--- src/rtl/astat_reg_if.sv ---
// Universal-register port used by the register file
// to read and write ASTAT and STKY.
interface astat_reg_if #(
    parameter int DW = 16
);
    logic          ureg_wr_en;
    logic          ureg_wr_sel;
    logic [DW-1:0] ureg_wdata;
    logic          ureg_rd_sel;
    logic [DW-1:0] ureg_rdata;

    modport master (
        output ureg_wr_en,
        output ureg_wr_sel,
        output ureg_wdata,
        output ureg_rd_sel,
        input  ureg_rdata
    );

    modport slave (
        input  ureg_wr_en,
        input  ureg_wr_sel,
        input  ureg_wdata,
        input  ureg_rd_sel,
        output ureg_rdata
    );
endinterface

--- src/rtl/astat_reg.sv ---
// Arithmetic status (ASTAT), sticky status (STKY)
// and the ASTAT push/pop stack for the sequencer.
module astat_reg #(
    parameter int STK_DEPTH = 4,
    parameter int DW        = 16,
    localparam int DEPTH_W  = $clog2(STK_DEPTH + 1)
) (
    input  logic               clk,
    input  logic               rst_n,
    input  logic               alu_en,
    input  logic [3:0]         alu_flg,
    input  logic               mul_en,
    input  logic [1:0]         mul_flg,
    input  logic               shf_en,
    input  logic [1:0]         shf_flg,
    astat_reg_if.slave         ureg,
    input  logic               sts_push,
    input  logic               sts_pop,
    output logic [7:0]         astat_bts,
    output logic [4:0]         stky_bts,
    output logic [DEPTH_W-1:0] sts_depth,
    output logic               sts_full,
    output logic               sts_empty
);
    localparam int IDX_W = (STK_DEPTH > 1) ? $clog2(STK_DEPTH) : 1;

    logic [7:0]         astat_q, astat_d;
    logic [4:0]         stky_q, stky_d;
    logic [DEPTH_W-1:0] depth_q, depth_d;
    logic [7:0]         stk_q [STK_DEPTH];

    logic               push_ok, pop_ok, sso_set, ssu_set;
    logic               wr_astat, wr_stky;
    logic [IDX_W-1:0]   top_idx, wr_idx;

    assign sts_full  = (depth_q == DEPTH_W'(STK_DEPTH));
    assign sts_empty = (depth_q == '0);
    assign sts_depth = depth_q;
    assign astat_bts = astat_q;
    assign stky_bts  = stky_q;

    assign top_idx = IDX_W'(depth_q - 1'b1);
    assign wr_idx  = IDX_W'(depth_q);

    // A simultaneous push and pop cancels out entirely
    assign push_ok = sts_push & ~sts_pop & ~sts_full;
    assign pop_ok  = sts_pop & ~sts_push & ~sts_empty;
    assign sso_set = sts_push & ~sts_pop & sts_full;
    assign ssu_set = sts_pop & ~sts_push & sts_empty;

    assign wr_astat = ureg.ureg_wr_en & ~ureg.ureg_wr_sel;
    assign wr_stky  = ureg.ureg_wr_en & ureg.ureg_wr_sel;

    assign ureg.ureg_rdata = ureg.ureg_rd_sel ? DW'(stky_q)
                                              : DW'(astat_q);

    always_comb begin
        astat_d = astat_q;
        if (alu_en) astat_d[3:0] = alu_flg;
        if (mul_en) astat_d[5:4] = mul_flg;
        if (shf_en) astat_d[7:6] = shf_flg;
        if (pop_ok) astat_d = stk_q[top_idx];
        if (wr_astat) astat_d = ureg.ureg_wdata[7:0];
    end

    always_comb begin
        stky_d = stky_q | {ssu_set, sso_set,
                           shf_en & shf_flg[0],
                           mul_en & mul_flg[1],
                           alu_en & alu_flg[1]};
        if (wr_stky) stky_d = ureg.ureg_wdata[4:0];
    end

    always_comb begin
        depth_d = depth_q;
        if (push_ok) depth_d = depth_q + 1'b1;
        if (pop_ok)  depth_d = depth_q - 1'b1;
    end

    always_ff @(posedge clk or negedge rst_n) begin
        if (!rst_n) begin
            astat_q <= '0;
            stky_q  <= '0;
            depth_q <= '0;
            for (int i = 0; i < STK_DEPTH; i++) stk_q[i] <= '0;
        end else begin
            astat_q <= astat_d;
            stky_q  <= stky_d;
            depth_q <= depth_d;
            if (push_ok) stk_q[wr_idx] <= astat_q;
        end
    end
endmodule

--- src/flat_wrapper.sv ---
// flat-port wrapper written by rule: the top's interface ports become plain ports
module astat_reg_flat 
#(
    parameter int STK_DEPTH = 4,
    parameter int DW        = 16,
    localparam int DEPTH_W  = $clog2(STK_DEPTH + 1)
)
  (clk, rst_n, alu_en, alu_flg, mul_en, mul_flg, shf_en, shf_flg, sts_push, sts_pop, astat_bts, stky_bts, sts_depth, sts_full, sts_empty, ureg_ureg_wr_en, ureg_ureg_wr_sel, ureg_ureg_wdata, ureg_ureg_rd_sel, ureg_ureg_rdata);
  astat_reg_if #(.DW(DW)) ureg_i ();
  input  logic clk;
  input  logic rst_n;
  input  logic alu_en;
  input  logic [3:0] alu_flg;
  input  logic mul_en;
  input  logic [1:0] mul_flg;
  input  logic shf_en;
  input  logic [1:0] shf_flg;
  input  logic sts_push;
  input  logic sts_pop;
  output logic [7:0] astat_bts;
  output logic [4:0] stky_bts;
  output logic [DEPTH_W-1:0] sts_depth;
  output logic sts_full;
  output logic sts_empty;
  input wire logic [$bits(ureg_i.ureg_wr_en)-1:0] ureg_ureg_wr_en;
  input wire logic [$bits(ureg_i.ureg_wr_sel)-1:0] ureg_ureg_wr_sel;
  input wire logic [$bits(ureg_i.ureg_wdata)-1:0] ureg_ureg_wdata;
  input wire logic [$bits(ureg_i.ureg_rd_sel)-1:0] ureg_ureg_rd_sel;
  output wire logic [$bits(ureg_i.ureg_rdata)-1:0] ureg_ureg_rdata;
  assign ureg_i.ureg_wr_en = ureg_ureg_wr_en;
  assign ureg_i.ureg_wr_sel = ureg_ureg_wr_sel;
  assign ureg_i.ureg_wdata = ureg_ureg_wdata;
  assign ureg_i.ureg_rd_sel = ureg_ureg_rd_sel;
  assign ureg_ureg_rdata = ureg_i.ureg_rdata;
  astat_reg #(.STK_DEPTH(STK_DEPTH), .DW(DW)) u_core (.clk(clk), .rst_n(rst_n), .alu_en(alu_en), .alu_flg(alu_flg), .mul_en(mul_en), .mul_flg(mul_flg), .shf_en(shf_en), .shf_flg(shf_flg), .ureg(ureg_i), .sts_push(sts_push), .sts_pop(sts_pop), .astat_bts(astat_bts), .stky_bts(stky_bts), .sts_depth(sts_depth), .sts_full(sts_full), .sts_empty(sts_empty));
endmodule
--- config.mk ---
export PLATFORM = sky130hd
export DESIGN_NAME = astat_reg_flat
export DESIGN_NICKNAME = d
export VERILOG_FILES = /design/src/rtl/astat_reg_if.sv /design/src/rtl/astat_reg.sv /design/src/flat_wrapper.sv
export SDC_FILE = /design/constraint.sdc
export NUM_CORES = 1
export LEC_CHECK = 0
export BUFFER_PORTS_ARGS = -buffer_cell sky130_fd_sc_hd__buf_2
export CAP_MARGIN = 30
export CORE_AREA = 2 2 107 57
export DETAILED_ROUTE_END_ITERATION = 12
export DIE_AREA = 0 0 109 59
export PLACE_DENSITY = 0.74
export REMOVE_ABC_BUFFERS = 1
export SYNTH_ARGS = -nofsm -noshare
export SYNTH_HDL_FRONTEND = slang
export SYNTH_SLANG_ARGS = --single-unit
--- constraint.sdc ---
create_clock -name clk -period 1.9 [get_ports clk]
set_clock_uncertainty 0.2 [all_clocks]
set_input_delay 0 -clock clk [delete_from_list [all_inputs] [get_ports clk]]
set_output_delay 0 -clock clk [all_outputs]
set_load 0.01 [all_outputs]
After elaboration in Yosys (flattened, before gate mapping):

Index checks and enable logic that the tools add are counted.

* $add $sub $neg: 2
* magnitude comparators: 3
* equal/unequal tests: 1
* multiplexer cells: 15
* bitwise logic cells: 19
* reductions and logical operators: 6

Operators with widths (number)
* 8-bit two-way mux: 6
* 32-bit bitwise mux: 1
* 8-bit binary-select mux with 2-bit select: 1
* 8-bit demux with 2-bit select: 1
* 1-bit AND: 11
* 3-bit nonzero test: 3
* 3-bit >= comparator, second input constant: 2
* 3-bit two-way mux: 2
* 2-bit inverter with 3-bit output: 2
* 5-bit two-way mux: 1
* 1-bit inverter: 5
* 5-bit OR: 1
* 2-bit two-way mux: 2
* 4-bit two-way mux: 1
* 3-bit by 1-bit adder with 3-bit output, second input constant: 1
* 3-bit == test, second input constant: 1
* 3-bit zero test: 1
* 3-bit by 1-bit less-than comparator with 1-bit output, second input constant: 1
* 3-bit by 1-bit subtractor with 3-bit output, second input constant: 1
* 2-bit nonzero test: 1
* 1-bit logical AND: 1

* register bits: 48
* input port bits: 34
* output and inout bits: 34
* logic and storage cells: 55

Logic depth before layout (Yosys ltp):

* depth in word-level cells: 7
* mapped depth: 8

Worst setup path after synthesis:

Ideal clock, no wire load.

* path kind: register to register
* from: register u_core.depth_q[0] (netlist: u_core.sts_depth[0])
* to: register u_core.stk_q[11] (netlist name)
* data arrival time: 1735 ps
* required time: 1572 ps
* setup slack: -163 ps
* cell stages (with the launch flop): 8
* path buffers: 1
* period minus slack after synthesis: 2063 ps
* cells stage by stage: dfrtp_1 > buf_4 > inv_1 > ha_1 > and2_4 > nor2_8 > nand2_4 > mux2_1

RTL lines
* start, declared: RTL line astat_reg.sv:29 `logic [DEPTH_W-1:0] depth_q, depth_d;`
* start signal, assigned: RTL line astat_reg.sv:89 `depth_q <= depth_d;`
* 3-bit == test: RTL line astat_reg.sv:36 `assign sts_full = (depth_q == DEPTH_W'(STK_DEPTH));`
* net sts_full: RTL line flat_wrapper.sv:23 `output logic sts_full;`
* 1-bit inverter: RTL line astat_reg.sv:46 `assign push_ok = sts_push & ~sts_pop & ~sts_full;`
* 1-bit AND: RTL line astat_reg.sv:46
* end signal, assigned by index: RTL line astat_reg.sv:90 `if (push_ok) stk_q[wr_idx] <= astat_q;`
* end, declared: RTL line astat_reg.sv:30 `logic [7:0] stk_q [STK_DEPTH];`

The timed path passes the listed nets, and every way through them passes these cells.
A chain may end at the register's enable or synchronous reset.

Worst setup path after layout:

* from: register u_core.depth_q[0] (netlist: u_core.sts_depth[0])
* to: register u_core.astat_q[5] (netlist: u_core.astat_bts[5])

* word-level cells in the longest chain between the ends: 7

RTL lines
* 3-bit by 1-bit subtractor with 3-bit output: RTL line astat_reg.sv:42 `assign top_idx = IDX_W'(depth_q - 1'b1);`
* 2-bit inverter with 3-bit output (implied by the code): RTL line astat_reg.sv:62 `if (pop_ok) astat_d = stk_q[top_idx];`
* 8-bit binary-select mux with 2-bit select: RTL line astat_reg.sv:62
* 8-bit two-way mux (implied by the code) (2 in series): RTL line astat_reg.sv:62
* 8-bit two-way mux: RTL line astat_reg.sv:62
* 8-bit two-way mux: RTL line astat_reg.sv:63 `if (wr_astat) astat_d = ureg.ureg_wdata[7:0];`
* end signal, assigned: RTL line astat_reg.sv:87 `astat_q <= astat_d;`
* end, declared: RTL line astat_reg.sv:27 `logic [7:0] astat_q, astat_d;`

Several ways; a longest one is shown, not always the timed one. The select of a mux whose other input is x is not followed.

==> results.py <==
metrics = {
    "sta": {
        "timing.final.max_slew_violations": 0,
        "setup_viol": 0,
        "tightest_slew_ns": 0.846,
        "setup_ws_ns": 0.0790,
        "slew-limit-headroom_pct": 43.4,
        "clock.fmax_mhz": 549,
        "finalCritPeriodShare_pct": 95.8,
        "hold_viol_final": 0,
        "period_needed_ns": 1.82,
    },
    "drt": {
        "drcViolationCount": 0,
        "wirelength_um": 6660,
        "drtPass1Iterations": 4,
        "vias": 2080,
        "drt_iter0_drc": 106,
        "wire_per_inst_um": 17.8,
        "viasPerCell": 5.58,
        "ant_nets": 0,
    },
    "layout": {
        "fill_cells": 375,
        "num-nets-final": 340,
        "final_cell_mix": "buf_2, dfrtp_1, mux2_2, dlygate4sd3_1, nand2_1",
        "finalInstanceArea_mm2": 0.00338,
        "drive_above_1_share_pct": 44.7,
        "final_common_cell": "buf_2",
        "area_growth_pct": 34.5,
        "num_antenna_cells": 0,
    },
    "job": {
        "drv_cap": 0,
    },
    "clocking": {
        "cts_buffers": 5,
        "cts_tree": "built",
        "root_buffer": "clkbuf_8",
        "path_clk_slew_ns": 0.09,
        "htreeDepth": 2,
        "cts.sinks": 48,
        "clockBufferDepth": 2,
        "clock_latency_ns": 0.31,
    },
    "worst_setup_path": {
        "r2r-start": "u_core.sts_depth[0]$_DFFE_PN0P_",
        "cp.required_ns": 1.91,
        "rr_worst_depth": 7,
        "critical_path.endpoint": "u_core.astat_bts[5]$_DFFE_PN0P_",
        "cp-start-kind": "register",
        "endpoint_kind": "register",
        "reg2reg_slack_ns": 0.08,
        "crit_path_max_fanout": 7,
        "arrival_ns": 1.83,
        "path_class": "register to register",
        "worstReg2RegEnd": "u_core.astat_bts[5]$_DFFE_PN0P_",
        "crit_start": "u_core.sts_depth[0]$_DFFE_PN0P_",
    },
    "yosys": {
        "synthArstFlopShare_pct": 100,
        "seq_area_frac_synth_pct": 47.8,
        "avgSynthCellArea_um2": 12.5,
        "syn_inst": 201,
        "synth_cell_type_count": 35,
        "synth_enable_flop_cells": 0,
        "synth_area_mm2": 0.00251,
        "ys_seq_elements": 48,
        "synth-main-ff-cell": "dfrtp_1",
        "synth_warnings": 0,
    },
    "floorplanning": {
        "die_area_mm2": 0.00643,
        "ioPinCount": 68,
        "row_count": 19,
        "start_util_pct": 46.6,
        "die_y_um": 59,
        "die_w_um": 109,
        "coreArea_mm2": 0.00540,
    },
    "pwr": {
        "finalPower_mw": 4.65,
        "ir_drop_mv": 0.653,
        "leakagePower_nw": 1.53,
        "pwr_density_cell_mw_per_mm2": 1370,
    },
    "min_path": {
        "hp-class": "input port to asynchronous set/reset pin",
    },
    "global_route": {
        "grt_pass1_vias": 2131,
        "grt_overflow": 0,
        "grt_pass1_wl_um": 10500,
        "grt_start_max_net_pins": 18,
        "grt_use_total_pct": 22.0,
        "antenna_found_initial": 0,
    },
    "place": {
        "finalWeightedCongestion": 0.789,
        "hpwl_um": 4160,
        "place_area_mm2": 0.00287,
        "place_ws_ns": -0.108,
        "numPortBuffers": 51,
    },
    "run_status": {
        "status": "complete, no violations",
    },
}
==> layout make-up <==
type,count,area [µm²],share of cell area (%)
tap,73,91.3,2.70
inverter,4,15.0,0.444
multi-input combinational,142,1250,37.1
sequential,48,1200,35.5
clock buffer,5,68.8,2.03
clock inverter,1,30.0,0.888
timing repair buffer,100,723,21.4
==> critical path, stage by stage (launching register included) <==
cell      delay [ns]
dfrtp_1         0.39
inv_2           0.08
ha_4            0.16
nand2b_2        0.17
buf_4           0.20
a21oi_2         0.13
nand2_1         0.09
a311oi_2        0.30
==> report_power, final <==
group	total, mW	internal (mW)	switching, mW
Sequential	1.77	1.47	0.302
Clock	0.711	0.378	0.333
Combinational	2.17	1.20	0.971
==> Yosys cell counts, types with 2 or more instances <==
master    count  area [µm²]
buf_6         2        22.5
a21oi_1       7        35.0
dfrtp_1      48        1200
mux2_1        2        22.5
mux2_2       35         394
nand2b_1      2        12.5
ha_1          5        62.6
buf_4         9        67.6
o22a_1        3        26.3
a21oi_2       3        26.3
mux4_2        8         180
nor2_1       18        67.6
nand2_1      21        78.8
inv_1         4        15.0
buf_2         2        10.0
nor2b_1       4        25.0
a311oi_1      8        70.1
nand2_4       3        33.8
==> per-stage QoR <==
step	hold slack, ns	TNS, ns	instances	util, %
after floorplan	-0.496	-12.58	194	-
after global placement	-0.239	-0.675	330	53.3
after detailed placement	-0.225	-1.21	330	53.3
after CTS	0.0198	0	372	62.1
after global routing	0.0609	-0.0226	373	62.7
final	0.0379	0	373	62.7
==> repair_timing <==
action | CTS | global route
endpoints found under the setup margin | 16 | 9
hold endpoints to repair | 62 | 2
pin swaps | 1 | 1
resized for setup | 3 | 6
hold buffers | 35 | 1
buffers inserted | 1 | 1
==> metal layers <==
metal  routed length [µm]  global-route usage, %
met2                 3420                   37.9
met4                  249                   11.0
met5                    0                      0
met3                  393                   5.05
met1                 2590                   26.5
==> worst min path at each step <==
| stage | slack [ns] | start | to |
|---|---|---|---|
| 2_1_floorplan | -0.50 | rst_n | u_core.astat_bts[0]$_DFFE_PN0P_ |
| 3_3_place_gp | -0.24 | rst_n | u_core.stky_bts[0]$_DFF_PN0_ |
| 3_5_place_dp | -0.23 | rst_n | u_core.stky_bts[0]$_DFF_PN0_ |
| 4_1_cts | 0.02 | ureg_ureg_wr_sel | u_core.stky_bts[4]$_DFF_PN0_ |
| 5_1_grt | 0.06 | rst_n | u_core.stky_bts[4]$_DFF_PN0_ |
| 6_report | 0.04 | rst_n | u_core.astat_bts[5]$_DFFE_PN0P_ |
==> state kept, by name, indices dropped and copies added (netlist names) <==
| register | flops |
|---|---|
| u_core.astat_bts | 8 |
| u_core.stk_q | 32 |
| u_core.stky_bts | 5 |
| u_core.sts_depth | 3 |
==> kinds of logic after synthesis <==
family,after synthesis,synth area share (%)
multiplexers,46,24.1
other,1,0.149
AO/OA/AOI/OAI,27,8.56
flip-flops,48,47.8
AND/OR/NAND/NOR,55,11.8
XOR/XNOR,1,0.348
adder cells (fa/ha/maj),5,2.49
buffers and inverters,18,4.73
Note: power is estimated with default switching activity, not from simulation.
